## src/rtl/vliw_hazard_track.sv

```systemverilog
// ============================================================================
// vliw_hazard_track: per-stage destination tracking for both issue slots plus
// ID stall/flush control. Optional macro: VLIW_STALL_STATS_EN (stall counter).
// Revision: 1.0
// ============================================================================
`default_nettype none

module vliw_hazard_track #(
  parameter int RW  = 5,
  parameter int SCW = 16
) (
  input  logic          clk,
  input  logic          rst,
  input  logic          id_valid,
  input  logic [RW-1:0] id_rs1,
  input  logic [RW-1:0] id_rs2,
  input  logic [RW-1:0] id_rsc,
  input  logic          id_regwr,
  input  logic          id_regwrc,
  input  logic [RW-1:0] id_regdest,
  input  logic [RW-1:0] id_regdestc,
  input  logic          id_memrd,
  input  logic          id_branch,
  input  logic          id_jump,
  input  logic          branch_taken,
  input  logic          jump_taken,
  output logic          stall,
  output logic          flush,
  output logic          p2_regwr1,
  output logic          p2_regwr2,
  output logic [RW-1:0] p2_regdest,
  output logic [RW-1:0] p2_regdestc,
  output logic          p3_regwr,
  output logic          p3_regwrc,
  output logic [RW-1:0] p3_regdest,
  output logic [RW-1:0] p3_regdestc,
`ifdef VLIW_STALL_STATS_EN
  output logic [SCW-1:0] stall_cycles,
`endif
  output logic          p3_memwr
);

  typedef struct packed {
    logic          regwr;
    logic          regwrc;
    logic [RW-1:0] regdest;
    logic [RW-1:0] regdestc;
    logic          memrd;
  } rec_t;

  typedef enum logic [0:0] {
    ST_RUN  = 1'b0,
    ST_HOLD = 1'b1
  } state_t;

  if (RW < 1 || SCW < 1) begin : g_param_check
    $error("vliw_hazard_track: RW and SCW must be positive");
  end

  rec_t       p1_q, p1_d, p2_q, p2_d, p3_q, p3_d;
  state_t     state_q, state_d;
  logic [1:0] cnt_q, cnt_d;
  logic       flush_q, flush_d;

  logic       is_ctrl;
  logic       any_match;
  logic       ld_hit;
  logic       h1, h2;
  logic       hazard;

  function automatic logic match(input rec_t p, input logic [RW-1:0] r);
    return (r != '0) &&
           ((p.regwr && (p.regdest == r)) || (p.regwrc && (p.regdestc == r)));
  endfunction

  function automatic logic ld_match(input rec_t p, input logic [RW-1:0] r);
    return (r != '0) && (p.regdest == r);
  endfunction

  always_comb begin
    is_ctrl   = id_branch | id_jump;
    any_match = match(p1_q, id_rs1) | match(p1_q, id_rs2) | match(p1_q, id_rsc);
    ld_hit    = ld_match(p1_q, id_rs1) | ld_match(p1_q, id_rs2) | ld_match(p1_q, id_rsc);
    h2        = is_ctrl & p1_q.memrd & any_match;
    h1        = (p1_q.memrd & ld_hit) | (is_ctrl & any_match);
    hazard    = id_valid & (state_q == ST_RUN) & (h1 | h2);
  end

  // cnt is the total stall length including the detection cycle; HOLD is only
  // needed for the cycles beyond it, so a 1-cycle hazard stays in RUN.
  always_comb begin
    state_d = state_q;
    cnt_d   = cnt_q;
    stall   = 1'b0;
    if (state_q == ST_RUN) begin
      if (hazard) begin
        stall   = 1'b1;
        cnt_d   = h2 ? 2'd2 : 2'd1;
        state_d = h2 ? ST_HOLD : ST_RUN;
      end
    end else begin
      stall = 1'b1;
      cnt_d = cnt_q - 2'd1;
      if (cnt_q <= 2'd2) begin
        state_d = ST_RUN;
      end
    end
  end

  always_comb begin
    p1_d = '0;
    if (id_valid && !stall && !flush_q) begin
      p1_d.regwr    = id_regwr;
      p1_d.regwrc   = id_regwrc;
      p1_d.regdest  = id_regdest;
      p1_d.regdestc = id_regdestc;
      p1_d.memrd    = id_memrd;
    end
    p2_d    = p1_q;
    p3_d    = p2_q;
    // A stalled bundle re-issues, so its redirect is acted on only once it moves.
    flush_d = (branch_taken | jump_taken) & ~stall;
  end

  always_ff @(posedge clk) begin
    if (rst) begin
      p1_q    <= '0;
      p2_q    <= '0;
      p3_q    <= '0;
      state_q <= ST_RUN;
      cnt_q   <= 2'd0;
      flush_q <= 1'b0;
    end else begin
      p1_q    <= p1_d;
      p2_q    <= p2_d;
      p3_q    <= p3_d;
      state_q <= state_d;
      cnt_q   <= cnt_d;
      flush_q <= flush_d;
    end
  end

`ifdef VLIW_STALL_STATS_EN
  logic [SCW-1:0] stall_cycles_q, stall_cycles_d;

  always_comb begin
    stall_cycles_d = stall_cycles_q;
    if (stall && (stall_cycles_q != '1)) begin
      stall_cycles_d = stall_cycles_q + SCW'(1);
    end
  end

  always_ff @(posedge clk) begin
    if (rst) begin
      stall_cycles_q <= '0;
    end else begin
      stall_cycles_q <= stall_cycles_d;
    end
  end

  assign stall_cycles = stall_cycles_q;
`endif

  assign flush       = flush_q;
  assign p2_regwr1   = p2_q.regwr;
  assign p2_regwr2   = p2_q.regwrc;
  assign p2_regdest  = p2_q.regdest;
  assign p2_regdestc = p2_q.regdestc;
  assign p3_regwr    = p3_q.regwr;
  assign p3_regwrc   = p3_q.regwrc;
  assign p3_regdest  = p3_q.regdest;
  assign p3_regdestc = p3_q.regdestc;
  assign p3_memwr    = p3_q.memrd;

endmodule

`default_nettype wire
```

## config.mk

```make
export PLATFORM = sky130hd
export DESIGN_NAME = vliw_hazard_track
export DESIGN_NICKNAME = d
export VERILOG_FILES = /design/src/rtl/vliw_hazard_track.sv
export SDC_FILE = /design/constraint.sdc
export NUM_CORES = 1
export LEC_CHECK = 0
export BUFFER_PORTS_ARGS = -buffer_cell sky130_fd_sc_hd__buf_4
export CAP_MARGIN = 20
export CORE_ASPECT_RATIO = 1.4
export CORE_MARGIN = 2
export CORE_UTILIZATION = 52
export CTS_CLUSTER_SIZE = 40
export DETAILED_ROUTE_END_ITERATION = 7
export HOLD_SLACK_MARGIN = 0.03
export PLACE_DENSITY = 0.86
export SKIP_LAST_GASP = 1
export SLEW_MARGIN = 40
export SYNTH_ARGS = -nofsm -noshare
export SYNTH_HDL_FRONTEND = slang
export SYNTH_SLANG_ARGS = --single-unit
```

## constraint.sdc

```tcl
create_clock -name clk -period 4.2 [get_ports clk]
set_clock_uncertainty 0.15 [all_clocks]
set_input_delay 0.21 -clock clk [delete_from_list [all_inputs] [get_ports clk]]
set_output_delay 0.21 -clock clk [all_outputs]
set_load 0.1 [all_outputs]
```

==> results, run 1 <==
- The multiplexer area fraction after synthesis is 0.00575.
- The root buffer cell is sky130_fd_sc_hd__clkbuf_8.
- The part of the Yosys area used for sequential elements is 0.494.
- The most common cell after layout, fill and taps aside is sky130_fd_sc_hd__buf_4.
- The vertical extent of the die is 72.5 um.
- The pre-antenna-repair detailed-routing pass consisted of 4 iterations.
- The static leakage is 1.05 nW.
- Max-cap violations in this run came to 0.
- The synthesized netlist cell count is 165.
- The cell that appears most often on the critical path is sky130_fd_sc_hd__buf_4.
- The vias after detailed routing is 1351.
- Clock latency on the worst-skew pair, taken at its later pin, is 0.29 ns.
- The highest cell delay on the worst timing path is 0.54 ns.
- After synthesis the netlist holds a flip-flop and latch count of 43.
- The endpoint kind of the worst setup timing path is an output port.
- Once layout is complete, the cells apart from fillers number 272.
- Across the VDD grid, the largest voltage drop is 0.260 mV.
- The initial standard-cell utilization of the core is 0.552.
- The global-route total usage across every layer is 0.214.
- The initial antenna violation count is 0.
- Measured against its own limit, the worst slew margin works out to 0.621.
- The area growth from synthesis to layout is 37.7%.
- Based on the critical path, the design can be clocked at up to 350 MHz.
- Counting every net in the synthesized netlist gives 201.
- The yosys synthesis warning count is 0.
- The top cell types in the final layout, fill and taps aside, are 61 x sky130_fd_sc_hd__buf_4, 43 x sky130_fd_sc_hd__dfxtp_1, 28 x sky130_fd_sc_hd__nor2b_1.
- After layout, the minimum clock period comes to 2.86 ns.
- The CTS tree is done.
- The multi-input combinational cell area is 783 um^2.
- The maximum number of pins on one net before global-route repair is 33.
- The number of hold violations in the final report was 0.
- The number of gates resized after CTS was 0.
- The max-slew violation count came to 0.
- The aggregate negative setup slack is 0 ns.
- A synthesized cell averages 10.6 um^2.
- The compound-cell area share of the yosys netlist was 0.0539.
- The via count of the first global-routing pass is 1336.
- The element type at the critical path start is an input port.
- The floorplan step defined a die boundary enclosing 0.00383 mm^2.
- In this design, the largest share of critical-path delay is due to simple AND/OR/NAND/NOR gates.
- By area, the combinational part of the netlist is dominated by simple AND/OR/NAND/NOR gates.
- The total setup violations reported at the end of the flow is 0.
- The H-tree depth is 2.
- Across the whole layout, storage elements account for 861 um^2.
- Counting the buffers created by CTS gives 5.
- At the pin with the least slew margin, the transition time is 0.568 ns.
- The worst-path cell with the longest stage delay is sky130_fd_sc_hd__a2111o_1.
- The core box area is 0.00315 mm^2.
- Data on the critical path arrives at its endpoint at 2.50 ns.
- The largest driver fanout on the critical path is 6.
- In this run the count of I/O pins placed on the die edge is 62.
- After clock tree synthesis, the clock-pin slew on the worst setup and hold paths is 0.08 ns.
- The first routing iteration left 33 violations.
- The sum of net half-perimeters after detailed placement is 2740 um.
- The share of synthesized cell area in full adder, half adder and majority cells is 0.00718.
- The critical path goes through buf_4 > or4_1 > nor2_1 > nor4_1 > or3_1 > a2111o_1 > a21o_1 > buf_4.
- The remaining number of nets flagged by the antenna check after routing is 0.
- The routability congestion estimate is 0.843.
- The critical path contains buffers and inverters numbering 2 combined.
- The area share of xor/xnor cells in the synthesized design is 0.151.
- The run finished with clean final reports.
- The worst-case clock buffer depth is 2.
- The total detailed-routing wirelength is 3700 um.
- The quantity of I/O buffers inserted on ports is 61.
- Dividing the detail-routed wire length by the instance count gives 13.6 um.
- The net count of the finished layout is 268.
- The end-of-flow core utilization is 0.761.
- The filler cell count in the final layout is 204.
- In the routed layout, each cell is associated on average with a via count of 4.97.
- Of the available clock period, the critical path in the final layout requires 0.681.
- The fraction of layout instances using a drive strength above 1 is 0.305.
- In this run the worst hold path is classified as in2reg.
- For this run the aggregate overflow at the end of global routing stands at 0.
- The DRC violation count after routing is 0.
- The count of placed standard cells including taps is 251.
- The combined area of all synthesized cells is 0.00174 mm^2.
- Setup repair after global routing left no endpoint under its margin.
- The number of core rows is 24.
- The kind of critical path is in2out.
- In this run the power density over the cells is 365 mW/mm^2.
- The required time at the endpoint of the critical path is 3.84 ns.
- The first global-routing pass estimated 5930 um of wire.
- Of the total synthesized cell area, the portion taken by AND, OR, NAND and NOR gates is 0.232.
- After synthesis, the netlist uses 27 different library cells.
- CTS saw 43 sinks.
- From left edge to right edge, the die measures 52.9 um.
- 0 antenna diodes ended up in the layout.
routing by layer:
metal | GRT usage | share of wire | up-vias
met1 | 0.224 | 0.39 | 613
met4 | 0.0912 | 0.025 | 0
met2 | 0.386 | 0.52 | 58
met5 | 0 | 0 | -
met3 | 0.0638 | 0.069 | 11
li1 | - | - | 669
through the flow:
step | cell area (um^2) | worst slack [ns] | power (mW) | hold WS [ns]
5_1_grt | 2400 | 1.25 | 0.909 | 0.0485
6_report | 2400 | 1.34 | 0.877 | 0.0342
2_1_floorplan | 1740 | 1.34 | 0.509 | 0.182
3_5_place_dp | 2150 | 1.18 | 0.551 | 0.264
4_1_cts | 2400 | 1.35 | 0.883 | 0.0353
3_3_place_gp | 2150 | 1.26 | 0.548 | 0.261
where the power goes:
group	switching [mW]	internal, mW
logic	0.0693	0.0565
registers	0.00926	0.417
clock network	0.132	0.192
total	0.211	0.666
what timing repair did:
action / CTS / global route
hold endpoints to repair: 13 / 0
hold buffers: 13 / 0
setup buffers: 0 / 0
path summary, 6_finish.rpt:
| path | startpoint | end | slack [ns] | cells after the start |
|---|---|---|---|---|
| max | id_rsc[1] | stall | 1.34 | 8 |
| min | branch_taken | flush | 0.03 | 3 |
| max reg2reg | p1_q[10] | p1_q[5] | 1.54 | 7 |
| min reg2reg | p2_q[0] | p3_memwr | 0.30 | 1 |
cells by family after synthesis:
logic type | count (synthesis)
and+or+nand+nor | 67
DFF | 43
xor gates and xnor gates | 30
buffers and inverters | 14
AOI/OAI and AO/OA | 9
muxes | 1
adders and majority gates | 1
tightest hold or removal path: stages:
cell	delay (ns)
sky130_fd_sc_hd__buf_4	0.08
sky130_fd_sc_hd__nor2_1	0.03
sky130_fd_sc_hd__nor3_1	0.11
area by class of cell:
class                      count  share of cell area
clock buffer                   6              0.0344
multi-input combinational    108               0.327
timing repair buffer          74               0.245
sequential                    43               0.359
clock inverter                 2              0.0146
tap                           39              0.0203
registers in the layout, indices dropped and copies added, names as in the netlist:
signal and cells:
cnt_q 2, flush 1, p1_q 13, p2_q 1
p2_regdest 5, p2_regdestc 5, p2_regwr1 1, p2_regwr2 1
p3_memwr 1, p3_regdest 5, p3_regdestc 5, p3_regwr 1
p3_regwrc 1, state_q 1
Yosys cell counts, drive strengths merged:
master,number,area [um^2]
nand4,3,18.8
xor2,12,105
a2111oi,1,27.5
mux2i,1,10.0
a32oi,1,8.76
a31o,1,8.76
buf,11,86.3
nor3b,1,7.51
dfxtp,43,861
a211oi,2,15.0
nor2b,28,175
nor3,1,5.00
nor4,6,37.5
xnor2,18,158
nand2b,2,12.5
a2111o,1,11.3
a221o,1,10.0
or4,3,22.5
a21oi,1,5.00
and2,13,81.3
ha,1,12.5
a21o,1,7.51
nand3,3,15.0
clkbuf,3,11.3
nor2,6,22.5
or3,1,6.26
No activity file was read; power rests on OpenSTA's default activity.
==> run 2: changes to the inputs <==
--- a/config.mk
+++ b/config.mk
@@ -5,15 +5,16 @@
 export SDC_FILE = /design/constraint.sdc
 export NUM_CORES = 1
 export LEC_CHECK = 0
+export ABC_AREA = 1
 export BUFFER_PORTS_ARGS = -buffer_cell sky130_fd_sc_hd__buf_4
 export CAP_MARGIN = 20
 export CORE_ASPECT_RATIO = 1.4
 export CORE_MARGIN = 2
-export CORE_UTILIZATION = 52
+export CORE_UTILIZATION = 46
 export CTS_CLUSTER_SIZE = 40
 export DETAILED_ROUTE_END_ITERATION = 7
 export HOLD_SLACK_MARGIN = 0.03
-export PLACE_DENSITY = 0.86
+export PLACE_DENSITY = 0.78
 export SKIP_LAST_GASP = 1
 export SLEW_MARGIN = 40
 export SYNTH_ARGS = -nofsm -noshare
==> constraint.sdc (replaced) <==
create_clock -name clk -period 2.4 [get_ports clk]
set_clock_uncertainty 0.15 [all_clocks]
set_input_delay 0.12 -clock clk [delete_from_list [all_inputs] [get_ports clk]]
set_output_delay 0.12 -clock clk [all_outputs]
set_load 0.1 [all_outputs]
==> run 2 against run 1 <==
Synthesized cell count increased by 70%. Critical path depth increased by 4. Combinational power increased by 100%. Global-route usage decreased by 3.8 points. Synthesized area increased by 18%. Register-to-register slack got worse by 1.1 ns. Core utilization decreased by 12 points. Via count increased by 30%. First-iteration DRC count increased by 33%. Worst setup slack got worse by 1.1 ns. Critical path type is now reg2out. Highest routed layer unchanged.
==> results, run 2 <==
- The flow ran to the end, and the final reports show no timing, DRC or antenna violations.
- For this run, design rule violations remaining after detail routing come to 0.
- The area of all placed cells without fillers is 0.00273 mm^2.
- Synthesis produced a netlist whose cell count is 281.
- For this run, the register share of the synthesized area comes to 0.420.
- The largest driver fanout on the critical path is 6.
- The max-slew violation count came to 0.
- The worst hold path begins at rst.
- The synthesized design spends more area on one cell type than any other, namely sky130_fd_sc_hd__dfxtp_1.
- The internal portion of total power is 1.04 mW.
- Measured along the y axis, the die boundary spans 83.0 um.
- The most common cell after layout, fill and taps aside is sky130_fd_sc_hd__buf_4.
- Of the post-synthesis cell area, the dominant cell type holds 0.420.
- Yosys printed 0 warnings.
- The fraction of power consumed by the clock network is 0.316.
- The most common flop cell mapped by yosys is sky130_fd_sc_hd__dfxtp_1.
- In the final layout, the share of cells above drive strength 1 is 0.276.
- Of the total synthesized cell area, the portion taken by full adders, half adders and majority gates is 0.00610.
- Of the total synthesized cell area, the portion taken by XOR and XNOR cells is 0.0598.
- The endpoint kind of the worst setup timing path is an output port.
- The synthesized netlist occupies a cell area of 0.00205 mm^2.
- Yosys attributes the largest share of cell area to sky130_fd_sc_hd__dfxtp_1 42%, sky130_fd_sc_hd__nand2_1 10%, sky130_fd_sc_hd__nor2_1 9.5%.
- Detailed placement finished with a half-perimeter wire length of 3220 um.
- The sequential group share of total power is 0.508.
- The arrival time at the worst endpoint is 1.94 ns.
- In this run the critical register-to-register path is captured at p1_q[5].
- The count of clock tree sinks is 43.
- The root buffer cell is sky130_fd_sc_hd__clkbuf_8.
- The CTS tree is done.
- The count of cells along the worst register-to-register path is 15.
- The area share of and/or/nand/nor cells after synthesis is 0.331.
- In the global route stage, overall resource usage came out at 0.176.
- The worst setup path is of the reg2out kind.
- Setup violations remaining at the end of the flow were counted as 0.
- The via count of the first global-routing pass is 1632.
- The flip-flop count of the largest register, all copies and words added is 13.
- Across the VDD grid, the largest voltage drop is 0.376 mV.
- The average routed wire per standard cell is 9.99 um.
- The dominant combinational cell family by area after synthesis is simple AND/OR/NAND/NOR gates.
- The design draws 1.46 mW.
- The final global-route overflow total is 0.
- STA classifies the critical path startpoint as a register.
- CTS built an H-tree with a depth of 2.
- The path class of the tightest hold or removal check is in2reg.
- In this run the count of I/O pins placed on the die edge is 62.
- The most frequent cell on the critical path is sky130_fd_sc_hd__nand2_1.
- In the layout the commonest cells are 60 x sky130_fd_sc_hd__buf_4, 57 x sky130_fd_sc_hd__nand2_1, 52 x sky130_fd_sc_hd__nor2_1.
- The initial antenna violation count came to 0.
- Counting the buffers created by CTS gives 5.
- The area growth from synthesis to layout is 33.1%.
- The number of hold violations in the final report was 0.
- The static leakage is 1.34 nW.
- Sorting the synthesized cells by how often they occur yields 57 x sky130_fd_sc_hd__nand2_1, 52 x sky130_fd_sc_hd__nor2_1, 47 x sky130_fd_sc_hd__inv_1.
- The net switching fraction of the power is 0.289.
- The worst pin sits at a relative slew slack of 0.751.
- The dominant delay contributor by cell family on the critical path is simple AND/OR/NAND/NOR gates.
- The terminating pin of the worst hold path is p3_regdestc[4].
- For flop-to-flop paths, the worst setup slack is 0.47 ns.
- Counting instances, the worst hold path has a depth of 2.
- Adding up every negative setup slack in the final design gives 0 ns.
- In this run the deepest clock path goes through 2 buffers.
- Setup repair after global routing left no endpoint under its margin.
- The portion of the clock cycle consumed by the worst path in the final layout is 0.919.
- The compound-cell area share of the yosys netlist is 0.0293.
- In the routed layout, each cell is associated on average with a via count of 4.29.
- The floorplan die area is 0.00502 mm^2.
- The maximum clock frequency is 453 MHz.
- For this block, the initial DRC count from the detailed router was 44.
- In this run the critical register-to-register path is launched from p1_q[2].
- The quantity of I/O buffers inserted on ports is 61.
- 0 antenna diodes ended up in the layout.
- The register with the most flip-flops in the final layout is p1_q.
- The maximum number of pins on one net before global-route repair is 30.
- For this block, the via count after detailed routing is 1763.
- The first detailed-routing pass took 4 iterations.
- On the worst path, the slowest cell contributes a delay of 0.40 ns.
- The required time at the endpoint of the critical path is 2.13 ns.
- After synthesis, the mean cell area works out to 7.30 um^2.
- Clock-pin slew was measured on the worst setup and hold paths at 0.08 ns.
- Traced cell by cell, the critical path runs through xnor2_1 > nand2_1 > nor2_1 > nand2_1 > nand2_1 > nand2_2 > nand3_4 > nand2_2 > nand2_2 > nand2_4 > nand2_1 > buf_8.
- The initial standard-cell utilization of the core is 0.480.
- The cell area after placement is 0.00248 mm^2.
- For this block, the routed nets add up to 4100 um of wire.
- The areal power density over the cells is 536 mW/mm^2.
- The number of violations of the max-capacitance limit is 0.
- The die is 60.4 um wide.
- The floorplan has 28 rows.
- The total nets after synthesis is 317.
- After synthesis the netlist holds a flip-flop and latch count of 43.
- The final net count is 386.
- The number of synthesized flops with an enable pin is 0.
- The global-route wire length before repair is 6740 um.
- The transition time of the tightest slew-check pin is 0.371 ns.
- The number of buffers and inverters on the critical path is 1.
- The number of unique standard cell types used by synthesis is 24.
- The share of total power dissipated in combinational logic is 0.176.
- The final critical path time including I/O delays and setup is 2.21 ns.
- The most common cell in the synthesized netlist is sky130_fd_sc_hd__nand2_1.
- The routability congestion estimate is 0.910.
- The multiplexer area fraction after synthesis is 0.
- After floorplanning, the core was sized to cover 0.00427 mm^2.
- The number of setup buffers added after CTS is 0.
- Clock latency on the worst-skew pair, taken at its later pin, is 0.29 ns.
- The remaining number of nets flagged by the antenna check after routing is 0.
- The switching power of the nets is 423 uW.
- The worst-path cell with the longest stage delay is sky130_fd_sc_hd__dfxtp_2.
- Counting flops with an async set or reset pin after synthesis yields a share of 0.
-- run 2: cell count changes in the layout (fill, tap and decap cells not counted), sizes merged, moves of 4 or more --
cell   delta
nand2    +62
nor2     +57
inv      +55
nor2b    -28
and2     -13
nand3     +9
xnor2     -9
o21ai     +7
xor2      -7
nor4      -6
a21oi     +4
-- run 2: logic make-up after synthesis --
| logic type | after synthesis |
|---|---|
| compound gates | 12 |
| xor+xnor | 14 |
| fa+ha+maj | 1 |
| buf+inv | 70 |
| flops | 43 |
| simple gates | 141 |
-- run 2: repair_timing --
action                                  CTS  global route
endpoints found under the setup margin    0             1
gates resized for setup                   0             4
endpoints found under the hold margin    14             0
hold buffers                             15             0
-- run 2: how the worst max path moves through the flow --
stage | startpoint | to | cells after the start | slack [ns]
floorplan | p1_q[3] | flush | 14 | 0.27
global placement | p1_q[6] | stall | 12 | 0.44
detailed placement | p1_q[6] | stall | 12 | 0.41
CTS | p1_q[6] | stall | 12 | 0.07
global route | p1_q[9] | stall | 13 | 0.001
finish | p1_q[6] | stall | 12 | 0.19
-- run 2: per-layer routing --
metal | track usage | part of all wire | vias to the layer above
met5 | 0 | 0 | -
met4 | 0.111 | 0.035 | 0
met3 | 0.0280 | 0.045 | 11
met2 | 0.305 | 0.51 | 52
met1 | 0.187 | 0.41 | 756
li1 | - | - | 944
-- run 2: area by class of cell --
type | count | area [um^2]
inverters | 56 | 210
clock inverters | 3 | 23.8
flip-flops and latches | 43 | 863
multi-input cells | 168 | 875
clock buffers | 5 | 68.8
fillers | 406 | 1540
well taps | 60 | 75.1
repair buffers | 76 | 616
-- run 2: through the flow --
step                      instances  setup slack [ns]  hold WS [ns]   util
after floorplan                 281             0.270        0.0822      -
after global placement          388             0.435         0.188  0.580
after detailed placement        388             0.414         0.190  0.580
after CTS                       411            0.0742        0.0329  0.637
after global routing            411           0.00109        0.0448  0.639
final                           411             0.195        0.0342  0.639
-- run 2: power groups by stage --
stage          clock network [mW]  logic (mW)  registers, mW
4_1_cts                     0.479       0.260          0.743
5_1_grt                     0.507       0.281          0.746
3_5_place_dp                    0       0.240          0.760
6_report                    0.463       0.258          0.743
2_1_floorplan                   0       0.132          0.791
3_3_place_gp                    0       0.239          0.760
